==> config.mk <==
export PLATFORM = sky130hd
export DESIGN_NAME = bcd_updown_display
export DESIGN_NICKNAME = d
export VERILOG_FILES = /design/src/rtl/bcd_updown_display.sv
export SDC_FILE = /design/constraint.sdc
export NUM_CORES = 1
export LEC_CHECK = 0
export BUFFER_PORTS_ARGS = -buffer_cell sky130_fd_sc_hd__buf_2
export CAP_MARGIN = 20
export CORE_MARGIN = 3
export CORE_UTILIZATION = 55
export CTS_CLUSTER_SIZE = 20
export DETAILED_ROUTE_END_ITERATION = 10
export PLACE_DENSITY = 0.8
export SLEW_MARGIN = 10
export SYNTH_ARGS = -nofsm -noshare
export SYNTH_HDL_FRONTEND = slang
export SYNTH_SLANG_ARGS = --single-unit
==> constraint.sdc <==
create_clock -name clk -period 5 [get_ports clk]
set_clock_uncertainty 0.2 [all_clocks]
set_input_delay 0.75 -clock clk [delete_from_list [all_inputs] [get_ports clk]]
set_output_delay 0.75 -clock clk [all_outputs]
set_load 0.02 [all_outputs]
==> src/rtl/bcd_updown_display.sv <==
// N-digit BCD up/down counter fed by raw push buttons, with hold-to-repeat,
// parallel load, wrap/saturate at MAX_VALUE and per-digit 7-segment decode.
module bcd_updown_display #(
    parameter int DIGITS         = 2,
    parameter int MAX_VALUE      = 99,
    parameter int WRAP           = 1,
    parameter int SEG_ACTIVE_LOW = 1,
    parameter int REPEAT_DELAY   = 0,
    parameter int REPEAT_PERIOD  = 1
) (
    input  logic                clk,
    input  logic                reset,
    input  logic                increment,
    input  logic                decrease,
    input  logic                load,
    input  logic [4*DIGITS-1:0] load_value,
    output logic [4*DIGITS-1:0] count_bcd,
    output logic [7*DIGITS-1:0] display_out,
    output logic                wrap_pulse
);

    localparam int DATA_W  = 4 * DIGITS;
    localparam int TMR_MAX = (REPEAT_DELAY > REPEAT_PERIOD) ? REPEAT_DELAY : REPEAT_PERIOD;
    localparam int TMR_W   = $clog2(TMR_MAX + 1);

    function automatic logic [DATA_W-1:0] int_to_bcd(input int value);
        logic [DATA_W-1:0] bcd;
        int                rem;
        bcd = '0;
        rem = value;
        for (int k = 0; k < DIGITS; k++) begin
            bcd[4*k +: 4] = 4'(rem % 10);
            rem           = rem / 10;
        end
        return bcd;
    endfunction

    localparam logic [DATA_W-1:0] MAX_BCD = int_to_bcd(MAX_VALUE);

    function automatic logic [DATA_W-1:0] bcd_inc(input logic [DATA_W-1:0] value);
        logic [DATA_W-1:0] res;
        logic              carry;
        res   = value;
        carry = 1'b1;
        for (int k = 0; k < DIGITS; k++) begin
            if (carry) begin
                if (value[4*k +: 4] == 4'd9) begin
                    res[4*k +: 4] = 4'd0;
                end else begin
                    res[4*k +: 4] = value[4*k +: 4] + 4'd1;
                    carry         = 1'b0;
                end
            end
        end
        return res;
    endfunction

    function automatic logic [DATA_W-1:0] bcd_dec(input logic [DATA_W-1:0] value);
        logic [DATA_W-1:0] res;
        logic              borrow;
        res    = value;
        borrow = 1'b1;
        for (int k = 0; k < DIGITS; k++) begin
            if (borrow) begin
                if (value[4*k +: 4] == 4'd0) begin
                    res[4*k +: 4] = 4'd9;
                end else begin
                    res[4*k +: 4] = value[4*k +: 4] - 4'd1;
                    borrow        = 1'b0;
                end
            end
        end
        return res;
    endfunction

    // Packed BCD compares like its decimal value once every digit is 0-9.
    function automatic logic [DATA_W-1:0] load_clamp(input logic [DATA_W-1:0] value);
        logic bad;
        bad = (value > MAX_BCD);
        for (int k = 0; k < DIGITS; k++) begin
            if (value[4*k +: 4] > 4'd9) bad = 1'b1;
        end
        return bad ? MAX_BCD : value;
    endfunction

    function automatic logic [6:0] seg_decode(input logic [3:0] digit);
        logic [6:0] seg;
        case (digit)
            4'd0:    seg = 7'h3F;
            4'd1:    seg = 7'h06;
            4'd2:    seg = 7'h5B;
            4'd3:    seg = 7'h4F;
            4'd4:    seg = 7'h66;
            4'd5:    seg = 7'h6D;
            4'd6:    seg = 7'h7D;
            4'd7:    seg = 7'h07;
            4'd8:    seg = 7'h7F;
            4'd9:    seg = 7'h6F;
            default: seg = 7'h00;
        endcase
        return (SEG_ACTIVE_LOW != 0) ? ~seg : seg;
    endfunction

    typedef enum logic [1:0] {IDLE, DELAY, REPEAT} state_t;

    logic              inc_p0, inc_p1, inc_p2;
    logic              dec_p0, dec_p1, dec_p2;
    logic              inc_rise, dec_rise;
    state_t            state, state_nxt;
    logic [TMR_W-1:0]  timer, timer_nxt;
    logic              dir_up, dir_up_nxt;
    logic              held;
    logic              step_up, step_dn;
    logic [DATA_W-1:0] count_nxt;
    logic              wrap_nxt;

    // Stage p0/p1: two-flop synchronisers; p2 holds the previous synchronised level.
    always_ff @(posedge clk or negedge reset) begin
        if (!reset) begin
            inc_p0 <= 1'b0;
            inc_p1 <= 1'b0;
            inc_p2 <= 1'b0;
            dec_p0 <= 1'b0;
            dec_p1 <= 1'b0;
            dec_p2 <= 1'b0;
        end else begin
            inc_p0 <= increment;
            inc_p1 <= inc_p0;
            inc_p2 <= inc_p1;
            dec_p0 <= decrease;
            dec_p1 <= dec_p0;
            dec_p2 <= dec_p1;
        end
    end

    assign inc_rise = inc_p1 & ~inc_p2;
    assign dec_rise = dec_p1 & ~dec_p2;

    always_ff @(posedge clk or negedge reset) begin
        if (!reset) begin
            state  <= IDLE;
            timer  <= '0;
            dir_up <= 1'b0;
        end else begin
            state  <= state_nxt;
            timer  <= timer_nxt;
            dir_up <= dir_up_nxt;
        end
    end

    // Held means the tracked button is still high and the other one is not.
    always_comb begin
        state_nxt  = state;
        timer_nxt  = timer;
        dir_up_nxt = dir_up;
        held       = 1'b0;
        step_up    = 1'b0;
        step_dn    = 1'b0;
        if (REPEAT_DELAY == 0) begin
            step_up   = inc_rise;
            step_dn   = dec_rise;
            state_nxt = IDLE;
        end else if (load) begin
            state_nxt = IDLE;
        end else begin
            case (state)
                IDLE: begin
                    if (inc_rise ^ dec_rise) begin
                        step_up    = inc_rise;
                        step_dn    = dec_rise;
                        dir_up_nxt = inc_rise;
                        timer_nxt  = TMR_W'(REPEAT_DELAY);
                        state_nxt  = DELAY;
                    end
                end
                DELAY, REPEAT: begin
                    held = dir_up ? (inc_p1 & ~dec_p1) : (dec_p1 & ~inc_p1);
                    if (!held) begin
                        state_nxt = IDLE;
                    end else if (timer == TMR_W'(1)) begin
                        step_up   = dir_up;
                        step_dn   = ~dir_up;
                        timer_nxt = TMR_W'(REPEAT_PERIOD);
                        state_nxt = REPEAT;
                    end else begin
                        timer_nxt = timer - TMR_W'(1);
                    end
                end
                default: state_nxt = IDLE;
            endcase
        end
    end

    always_comb begin
        count_nxt = count_bcd;
        wrap_nxt  = 1'b0;
        if (load) begin
            count_nxt = load_clamp(load_value);
        end else if (step_up && !step_dn) begin
            if (count_bcd == MAX_BCD) begin
                if (WRAP != 0) begin
                    count_nxt = '0;
                    wrap_nxt  = 1'b1;
                end
            end else begin
                count_nxt = bcd_inc(count_bcd);
            end
        end else if (step_dn && !step_up) begin
            if (count_bcd == '0) begin
                if (WRAP != 0) begin
                    count_nxt = MAX_BCD;
                    wrap_nxt  = 1'b1;
                end
            end else begin
                count_nxt = bcd_dec(count_bcd);
            end
        end
    end

    // Stage p3: count register and registered wrap event.
    always_ff @(posedge clk or negedge reset) begin
        if (!reset) begin
            count_bcd  <= '0;
            wrap_pulse <= 1'b0;
        end else begin
            count_bcd  <= count_nxt;
            wrap_pulse <= wrap_nxt;
        end
    end

    for (genvar k = 0; k < DIGITS; k++) begin : g_seg
        assign display_out[7*k +: 7] = seg_decode(count_bcd[4*k +: 4]);
    end

endmodule
==> results.sh, run 1 <==
export IMPL_dr_pass1_iters=4
export IMPL_grt_overflow_total=0
export IMPL_syn_inst=162
export IMPL_arrival_ns=1.92
export IMPL_ys_warn_count=0
export IMPL_root_buffer="clkbuf_4"
export IMPL_syn_area_per_cell_um2=8.388
export IMPL_post_cts_buffers=0
export IMPL_synth_xor_area_share_pct=1.289
export IMPL_synth_nets=189
export IMPL_cp_buffers_inverters=2
export IMPL_drt_iter0_drc=37
export IMPL_r2r_start="count_bcd[0]$_DFFE_PN0P_"
export IMPL_post_route_drc_count=0
export IMPL_wl_um=3375
export IMPL_ios=36
export IMPL_syn_cell_area_mm2=0.001359
export IMPL_tritoncts="yes"
export IMPL_crit_top_cell="a21oi_1"
export IMPL_dp_cells=218
export IMPL_startpoint_type="flop"
export IMPL_hold_viol=0
export IMPL_gp_congestion=0.9067
export IMPL_avgRoutedWirePerCell_um=15.20
export IMPL_worst_setup_path_startpoint="count_bcd[5]$_DFFE_PN0P_"
export IMPL_grt_max_degree=20
export IMPL_num_rows=17
export IMPL_required_ns=4.05
export IMPL_hold_path_class="in2async"
export IMPL_final_cells=222
export IMPL_synthArstFlopShare_pct=100.0
export IMPL_path_clk_slew_ns=0.09
export IMPL_synth_area_top_cells="dfrtp_1 28%, ha_1 13%, a21oi_1 5.5%"
export IMPL_relSlewSlack_pct=59.23
export IMPL_setup_violations=0
export IMPL_final_area_mm2=0.001533
export IMPL_synth_seq_cells=15
export IMPL_vdd_drop_max_mv=0.2494
export IMPL_drive_above_1_share_pct=27.32
export IMPL_synth_simple_area_share_pct=26.06
export IMPL_ys_seq_area_share_pct=27.62
export IMPL_fin_nets=222
export IMPL_critPathKind="reg2out"
export IMPL_synthMuxAreaShare_pct=1.657
export IMPL_synth_top_family_by_area="simple AND/OR/NAND/NOR gates"
export IMPL_cts_num_sinks=15
export IMPL_grt_use_total_pct=22.74
export IMPL_cp_max_fo=9
export IMPL_rrSetupSlack_ns=2.60
export IMPL_antenna_found_initial=0
export IMPL_syn_to_final_growth_pct=12.80
export IMPL_n_antenna_cell=0
export IMPL_crit_path_end="display_out[10]"
export IMPL_die_h_um=55.71
export IMPL_r2r_cells=7
export IMPL_grt_setup_unrepaired="false"
export IMPL_ant_nets=0
export IMPL_grt_pass1_wl_um=5733
export IMPL_crit_path_max_incr_delay_ns=0.48
export IMPL_htree_levels=1
export IMPL_worstSkewPairLatency_ns=0.29
export IMPL_synth_area_leader_cell="dfrtp_1"
export IMPL_fin_crit_ns=2.871
export IMPL_clock_path_buffers=2
export IMPL_slowest_stage="dfrtp_1"
export IMPL_critPathTopFamily="flip-flops"
export IMPL_finalMaxSlewViolations=0
export IMPL_core_area_mm2=0.002276
export IMPL_fin_crit_sh_pct=57.43
export IMPL_max_freq_mhz=348.3
export IMPL_p_leak_nw=0.7303
export IMPL_worstPathCellList="inv_1 -> ha_1 -> or2_2 -> a21oi_1 -> a21oi_1 -> buf_2"
export IMPL_outcome="finished, final reports clean"
export IMPL_start_util_pct=59.70
export IMPL_io_buffers=35
export IMPL_synth_ff_type="dfrtp_1"
export IMPL_cts_hold_buffers=0
export IMPL_num_fill_cells=199
export IMPL_tightest_slew_ns=0.6069
export IMPL_synth_cell_types=46
export IMPL_hold_slack_ns=0.1452
export IMPL_power_density_mw_per_mm2=380.0
export IMPL_final_setup_tns_ns=0
export IMPL_synth_top_cell_area_share_pct=27.62
export IMPL_power_mw=0.5824
export IMPL_die_width_um=55.71
export IMPL_synthAdderAreaFrac_pct=12.89
export IMPL_synth_edff_count=0
export IMPL_dpl_hpwl_um=2619
export IMPL_synth_compound_area_share_pct=23.30
export IMPL_numCtsBuffers=3
export IMPL_regToRegEndpoint="count_bcd[6]$_DFFE_PN0P_"
export IMPL_critical_path_depth=6
export IMPL_ctsResizeCount=0
export IMPL_vias=1354
export IMPL_viasPerCell=6.099
export IMPL_cp_end_kind="output port"
export IMPL_maxCapViolCount=0
export IMPL_grt_pass1_vias=1288
export IMPL_placed_cell_area_mm2=0.001505
export IMPL_die_area_mm2=0.003103
[Yosys cell counts, drive strengths merged (4+ instances only)]
cell type / instances
o21ai: 13
dfrtp: 15
nor3: 8
nand2: 9
inv: 9
clkbuf: 4
a21oi: 15
ha: 14
a211oi: 5
nand3: 6
nor2: 19
[registers in the layout, indices dropped and copies added, names as in the netlist]
| signal | count |
|---|---|
| inc_p1 | 1 |
| dec_p1 | 1 |
| count_bcd | 8 |
| dec_p0 | 1 |
| dec_p2 | 1 |
| inc_p0 | 1 |
| inc_p2 | 1 |
| wrap_pulse | 1 |
[where the power goes]
group | switching (mW) | leakage (nW) | internal (mW)
logic | 0.210 | 0.533 | 0.123
registers | 0.0425 | 0.179 | 0.137
clock network | 0.0409 | 0.0177 | 0.0297
total | 0.293 | 0.730 | 0.289
[metrics by stage]
step           utilization [%]  worst slack, ns
2_1_floorplan                -            2.546
3_3_place_gp             66.14            2.580
3_5_place_dp             66.14            2.483
4_1_cts                  67.34            2.158
5_1_grt                  67.34            1.975
6_report                 67.34            2.129
[worst reg2reg max path, delay by kind of cell, from the launching register on]
family                     cells  cell delay, ns
and+or+nand+nor                3            0.84
adders and majority gates      1            0.29
AOI/OAI and AO/OA              2            0.25
buffers and inverters          1            0.21
DFF                            1            0.53
[area by class of cell]
class	count	area [um2]	area share [%]
multi-input cells	131	885.9	57.80
clock inverters	1	5.005	0.3265
flip-flops and latches	15	375.4	24.49
well taps	28	35.03	2.286
clock buffers	3	22.52	1.469
repair buffers	35	175.2	11.43
inverters	9	33.78	2.204
[how the worst min path moves through the flow]
stage	from	to	cells after the start
2_1_floorplan	dec_p0$_DFF_PN0_	dec_p1$_DFF_PN0_	0
3_3_place_gp	dec_p0$_DFF_PN0_	dec_p1$_DFF_PN0_	0
3_5_place_dp	dec_p0$_DFF_PN0_	dec_p1$_DFF_PN0_	0
4_1_cts	reset	dec_p1$_DFF_PN0_	1
5_1_grt	reset	count_bcd[4]$_DFFE_PN0P_	1
6_report	reset	count_bcd[3]$_DFFE_PN0P_	1
[cell usage in the layout, fill, tap and decap left out, types with 2 or more instances in the layout]
cell / synthesis / layout
clkbuf_4: 0 / 3
nor3_1: 5 / 5
nand3_1: 6 / 6
o21ai_0: 8 / 8
and3_1: 2 / 2
a211oi_1: 5 / 5
nand3b_1: 2 / 2
dfrtp_1: 15 / 15
a2bb2oi_1: 3 / 3
and2b_2: 2 / 2
buf_2: 1 / 35
nand2_1: 9 / 9
inv_1: 9 / 9
a21oi_1: 15 / 15
or3_1: 2 / 2
o21ai_1: 5 / 5
o22ai_1: 2 / 2
or2_2: 2 / 2
nor3_2: 2 / 2
a22oi_1: 3 / 3
mux2_2: 2 / 2
o221ai_1: 2 / 2
nand2b_1: 3 / 3
nor4_1: 2 / 2
nor2_1: 18 / 18
ha_1: 14 / 14
[cells by family (layout without fill, tap and decap cells)]
| family | count (synthesis) | count (layout) |
|---|---|---|
| adder cells (fa/ha/maj) | 14 | 14 |
| XOR/XNOR | 2 | 2 |
| flip-flops | 15 | 15 |
| multiplexers | 2 | 2 |
| AND/OR/NAND/NOR | 63 | 63 |
| AO/OA/AOI/OAI | 50 | 50 |
| buffers and inverters | 16 | 48 |
[routing by layer]
metal	track usage, %	wire length (um)	vias to the layer above
met1	29.38	1465	644
li1	-	-	644
met2	38.34	1666	55
met3	4.176	178	11
met5	0	0	-
met4	6.944	64	0
(Power assumes the default switching activity.)
==> inputs of run 2 (changes only) <==
--- a/config.mk
+++ b/config.mk
@@ -8,10 +8,10 @@
 export BUFFER_PORTS_ARGS = -buffer_cell sky130_fd_sc_hd__buf_2
 export CAP_MARGIN = 20
 export CORE_MARGIN = 3
-export CORE_UTILIZATION = 55
+export CORE_UTILIZATION = 47
 export CTS_CLUSTER_SIZE = 20
 export DETAILED_ROUTE_END_ITERATION = 10
-export PLACE_DENSITY = 0.8
+export PLACE_DENSITY = 0.72
 export SLEW_MARGIN = 10
 export SYNTH_ARGS = -nofsm -noshare
 export SYNTH_HDL_FRONTEND = slang
==> constraint.sdc (replaced) <==
create_clock -name clk -period 2.33 [get_ports clk]
set_clock_uncertainty 0.2 [all_clocks]
set_input_delay 0.3495 -clock clk [delete_from_list [all_inputs] [get_ports clk]]
set_output_delay 0.3495 -clock clk [all_outputs]
set_load 0.02 [all_outputs]
==> results.sh, run 2 (synthesis gave the netlist of run 1 again) <==
export IMPL_dp_cells=224
export IMPL_hold_path_class="reg2reg"
export IMPL_relSlewSlack_pct=59.19
export IMPL_die_h_um=59.77
export IMPL_avgRoutedWirePerCell_um=14.47
export IMPL_worstSkewPairLatency_ns=0.28
export IMPL_post_route_drc_count=0
export IMPL_tightest_slew_ns=0.6075
export IMPL_outcome="finished, final reports clean"
export IMPL_grt_max_degree=20
export IMPL_htree_levels=1
export IMPL_num_fill_cells=230
export IMPL_drive_above_1_share_pct=32.21
export IMPL_grt_use_total_pct=19.86
export IMPL_antenna_found_initial=0
export IMPL_numCtsBuffers=3
export IMPL_vdd_drop_max_mv=0.5397
export IMPL_path_clk_slew_ns=0.09
export IMPL_required_ns=1.78
export IMPL_dr_pass1_iters=4
export IMPL_fin_crit_ns=2.272
export IMPL_grt_pass1_wl_um=5595
export IMPL_ios=36
export IMPL_n_antenna_cell=0
export IMPL_start_util_pct=52.01
export IMPL_vias=1403
export IMPL_die_area_mm2=0.003572
export IMPL_viasPerCell=5.895
export IMPL_clock_path_buffers=2
export IMPL_dpl_hpwl_um=2637
export IMPL_final_setup_tns_ns=0
export IMPL_root_buffer="clkbuf_4"
export IMPL_largest_reg_flops=8
export IMPL_grt_overflow_total=0
export IMPL_startpoint_type="flop"
export IMPL_die_width_um=59.77
export IMPL_p_leak_nw=0.7900
export IMPL_final_cell_mix="35 x buf_2, 18 x nor2_1, 15 x a21oi_1, 14 x ha_1, 13 x dfrtp_1"
export IMPL_setup_violations=0
export IMPL_gp_congestion=0.9120
export IMPL_fin_crit_sh_pct=97.53
export IMPL_core_area_mm2=0.002613
export IMPL_tritoncts="yes"
export IMPL_maxCapViolCount=0
export IMPL_max_freq_mhz=440.1
export IMPL_cts_num_sinks=15
export IMPL_ant_nets=0
export IMPL_cp_end_kind="output port"
export IMPL_final_cells=238
export IMPL_cp_max_fo=7
export IMPL_hold_viol=0
export IMPL_grt_pass1_vias=1221
export IMPL_layout_commonest_cell="buf_2"
export IMPL_power_density_mw_per_mm2=790.0
export IMPL_num_rows=18
export IMPL_syn_to_final_growth_pct=22.19
export IMPL_power_mw=1.312
export IMPL_io_buffers=35
export IMPL_drt_iter0_drc=67
export IMPL_arrival_ns=1.72
export IMPL_critPathKind="reg2out"
export IMPL_finalMaxSlewViolations=0
export IMPL_wl_um=3443
export IMPL_fin_nets=236
export IMPL_top_register="count_bcd"
run 2: final cells by class:
| cell class | count | area (um2) | area share (%) |
|---|---|---|---|
| multi-input cells | 131 | 892.1 | 53.73 |
| flip-flops and latches | 15 | 377.9 | 22.76 |
| repair buffers | 49 | 287.8 | 17.33 |
| inverters | 9 | 37.54 | 2.261 |
| well taps | 30 | 37.54 | 2.261 |
| clock buffers | 3 | 22.52 | 1.356 |
| clock inverters | 1 | 5.005 | 0.3014 |
run 2: critical path: stages (launching register included):
cell        delay, ns
dfrtp_2          0.46
clkinvlp_4       0.16
ha_1             0.28
nand2b_1         0.18
a21oi_1          0.09
nor2_1           0.10
buf_2            0.17
run 2: metal layers:
| metal | global-route usage [%] | up-vias | part of all wire (%) |
|---|---|---|---|
| met2 | 29.94 | 59 | 47 |
| met3 | 2.376 | 6 | 7.0 |
| met1 | 29.22 | 662 | 45 |
| li1 | - | 676 | - |
| met4 | 6.646 | 0 | 0.84 |
| met5 | 0 | - | 0 |
run 2: path summary, 6_finish.rpt:
check                                               from                  endpoint  slack, ns  cells past startpoint
worst max-delay path            count_bcd[4]$_DFFE_PN0P_           display_out[12]       0.06                      6
worst min-delay path                    inc_p0$_DFF_PN0_          inc_p1$_DFF_PN0_       0.16                      0
worst max register to register  count_bcd[1]$_DFFE_PN0P_  count_bcd[6]$_DFFE_PN0P_       0.16                      7
worst min register to register          inc_p0$_DFF_PN0_          inc_p1$_DFF_PN0_       0.16                      0
max in group asynchronous                          reset  count_bcd[5]$_DFFE_PN0P_       1.37                      2
min in group asynchronous                          reset      wrap_pulse$_DFF_PN0_       0.29                      2
run 2: where the power goes:
group	internal, mW	leakage [nW]	switching, mW
Combinational	0.315	0.595	0.489
Clock	0.0636	0.0177	0.0827
Sequential	0.295	0.177	0.0664
run 2: timing repair:
item / CTS / global route
gates resized for setup: 2 / 2
setup endpoints to repair: 3 / 6
setup buffers: 1 / 6
hold endpoints to repair: 17 / 0
hold buffers: 3 / 0
run 2: metrics by stage:
stage	util, %	setup WS, ns	hold slack, ns	cell area [um2]
6_report	63.55	0.05758	0.1591	1660
5_1_grt	63.55	-0.009103	0.1688	1660
4_1_cts	61.45	0.03785	0.1620	1605
3_5_place_dp	58.86	0.1789	0.07009	1538
3_3_place_gp	58.86	0.2610	0.06809	1538
2_1_floorplan	-	0.1559	-0.1461	1359
==> inputs of run 3 (changes only) <==
--- a/config.mk
+++ b/config.mk
@@ -8,10 +8,11 @@
 export BUFFER_PORTS_ARGS = -buffer_cell sky130_fd_sc_hd__buf_2
 export CAP_MARGIN = 20
 export CORE_MARGIN = 3
-export CORE_UTILIZATION = 47
+export CORE_UTILIZATION = 40
+export CTS_CLUSTER_DIAMETER = 40
 export CTS_CLUSTER_SIZE = 20
 export DETAILED_ROUTE_END_ITERATION = 10
-export PLACE_DENSITY = 0.72
+export PLACE_DENSITY = 0.63
 export SLEW_MARGIN = 10
 export SYNTH_ARGS = -nofsm -noshare
 export SYNTH_HDL_FRONTEND = slang
==> results.sh, run 3 (synthesis gave the netlist of run 1 again) <==
export IMPL_final_area_mm2=0.001617
export IMPL_startpoint_type="flop"
export IMPL_viasPerCell=5.510
export IMPL_post_route_util_pct=51.27
export IMPL_fin_nets=229
export IMPL_avgRoutedWirePerCell_um=14.04
export IMPL_root_buffer="clkbuf_4"
export IMPL_num_fill_cells=308
export IMPL_final_cell_mix="35 x buf_2, 18 x nor2_1, 15 x a21oi_1, 14 x dfrtp_1, 13 x ha_1"
export IMPL_grt_setup_unrepaired="false"
export IMPL_layout_commonest_cell="buf_2"
export IMPL_gp_congestion=0.8515
export IMPL_share_comb_of_total_power_pct=59.7
export IMPL_post_route_drc_count=0
export IMPL_cts_num_sinks=15
export IMPL_final_setup_tns_ns=0
export IMPL_p_seq_share_pct=28.5
export IMPL_numCtsBuffers=3
export IMPL_required_ns=1.78
export IMPL_max_freq_mhz=451.3
export IMPL_tritoncts="yes"
export IMPL_regToRegEndpoint="count_bcd[5]$_DFFE_PN0P_"
export IMPL_vias=1350
export IMPL_p_sw_mw=0.6299
export IMPL_grt_pass1_vias=1274
export IMPL_worst_setup_path_startpoint="count_bcd[4]$_DFFE_PN0P_"
export IMPL_ios=36
export IMPL_num_rows=20
export IMPL_core_area_mm2=0.003153
export IMPL_p_int_mw=0.6435
export IMPL_power_density_mw_per_mm2=787.8
export IMPL_r2r_cells=7
export IMPL_slowest_stage="dfrtp_2"
export IMPL_grt_pass1_wl_um=5809
export IMPL_top_register="count_bcd"
export IMPL_relSlewSlack_pct=64.98
export IMPL_grt_use_total_pct=17.37
export IMPL_grt_overflow_total=0
export IMPL_largest_reg_flops=8
export IMPL_antenna_found_initial=0
export IMPL_htree_levels=1
export IMPL_outcome="finished, final reports clean"
export IMPL_wl_um=3441
export IMPL_swShare_pct=49.47
export IMPL_crit_top_cell="a21oi_1"
export IMPL_hold_path_class="in2reg"
export IMPL_placed_cell_area_mm2=0.001555
export IMPL_die_area_mm2=0.004133
export IMPL_crit_path_end="display_out[10]"
export IMPL_grt_max_degree=20
export IMPL_worstSkewPairLatency_ns=0.28
export IMPL_worstPathCellList="ha_1 -> or2_2 -> a21oi_1 -> a21oi_1 -> buf_2"
export IMPL_critPathKind="reg2out"
export IMPL_drt_iter0_drc=94
export IMPL_start_util_pct=43.10
export IMPL_power_mw=1.273
export IMPL_n_antenna_cell=0
export IMPL_clock_path_buffers=2
export IMPL_dr_pass1_iters=4
export IMPL_maxCapViolCount=0
export IMPL_io_buffers=35
export IMPL_die_h_um=64.29
export IMPL_critical_path_depth=5
export IMPL_fin_crit_ns=2.216
export IMPL_cp_end_kind="output port"
export IMPL_rrSetupSlack_ns=0.23
export IMPL_fin_crit_sh_pct=95.09
export IMPL_arrival_ns=1.67
export IMPL_syn_to_final_growth_pct=18.97
export IMPL_hold_slack_ns=0.1517
export IMPL_setup_violations=0
export IMPL_die_width_um=64.29
export IMPL_finalMaxSlewViolations=0
export IMPL_p_clk_share_pct=11.8
export IMPL_cp_buffers_inverters=1
export IMPL_p_leak_nw=0.7576
export IMPL_drive_above_1_share_pct=30.35
export IMPL_ant_nets=0
export IMPL_dpl_hpwl_um=2587
export IMPL_tightest_slew_ns=0.5213
export IMPL_crit_path_max_incr_delay_ns=0.48
export IMPL_r2r_start="count_bcd[1]$_DFFE_PN0P_"
export IMPL_cp_max_fo=8
export IMPL_path_clk_slew_ns=0.09
export IMPL_vdd_drop_max_mv=0.3568
export IMPL_critPathTopFamily="flip-flops"
export IMPL_hold_viol=0
==> run 3: worst min-delay path by stage <==
stage	start	endpoint	slack, ns	cells past startpoint
3_5_place_dp	reset	count_bcd[3]$_DFFE_PN0P_	0.07	1
5_1_grt	dec_p0$_DFF_PN0_	dec_p1$_DFF_PN0_	0.17	0
6_report	load_value[6]	count_bcd[6]$_DFFE_PN0P_	0.15	3
3_3_place_gp	reset	count_bcd[3]$_DFFE_PN0P_	0.07	1
4_1_cts	load_value[6]	count_bcd[6]$_DFFE_PN0P_	0.15	3
2_1_floorplan	reset	count_bcd[0]$_DFFE_PN0P_	-0.15	0
==> run 3: cell type report <==
class | count | area, um2 | area share (%)
multi-input combinational | 131 | 888.4 | 54.95
sequential | 15 | 376.6 | 23.30
timing repair buffer | 42 | 235.2 | 14.55
tap | 44 | 55.05 | 3.406
inverter | 9 | 33.78 | 2.090
clock buffer | 3 | 22.52 | 1.393
clock inverter | 1 | 5.005 | 0.3096
==> run 3: layer usage <==
layer  part of all wire [%]  vias up  GRT usage, %
met2                     45       52         26.68
met5                      0        -             0
met4                    1.1        0         5.013
li1                       -      666             -
met3                    7.1        6         2.988
met1                     47      626         24.86
==> run 3: metrics by stage <==
stage          worst slack (ns)  cells
6_report                 0.1144    245
5_1_grt                 0.01787    245
4_1_cts                 0.04470    245
3_5_place_dp             0.2612    238
3_3_place_gp             0.3060    238
2_1_floorplan            0.1559    162
==> run 3: worst register-to-register path, delay by kind of cell, from the launching register on <==
kind | cells | cell delay [ns]
AO/OA/AOI/OAI | 2 | 0.21
adder cells (fa/ha/maj) | 1 | 0.23
flip-flops | 1 | 0.38
AND/OR/NAND/NOR | 3 | 0.82
buffers and inverters | 1 | 0.13
==> run 3: what timing repair did <==
action,4_1_cts,5_1_grt
endpoints found under the setup margin,1,1
hold buffers,3,0
buffers inserted,0,0
resized for setup,1,3
hold endpoints to repair,17,0
==> run 3: power by group through the flow <==
| stage | Clock (mW) | Combinational (mW) | Sequential [mW] |
|---|---|---|---|
| 3_3_place_gp | 0 | 0.744 | 0.363 |
| 5_1_grt | 0.166 | 0.834 | 0.372 |
| 2_1_floorplan | 0 | 0.514 | 0.377 |
| 3_5_place_dp | 0 | 0.748 | 0.364 |
| 6_report | 0.151 | 0.760 | 0.362 |
| 4_1_cts | 0.154 | 0.756 | 0.360 |
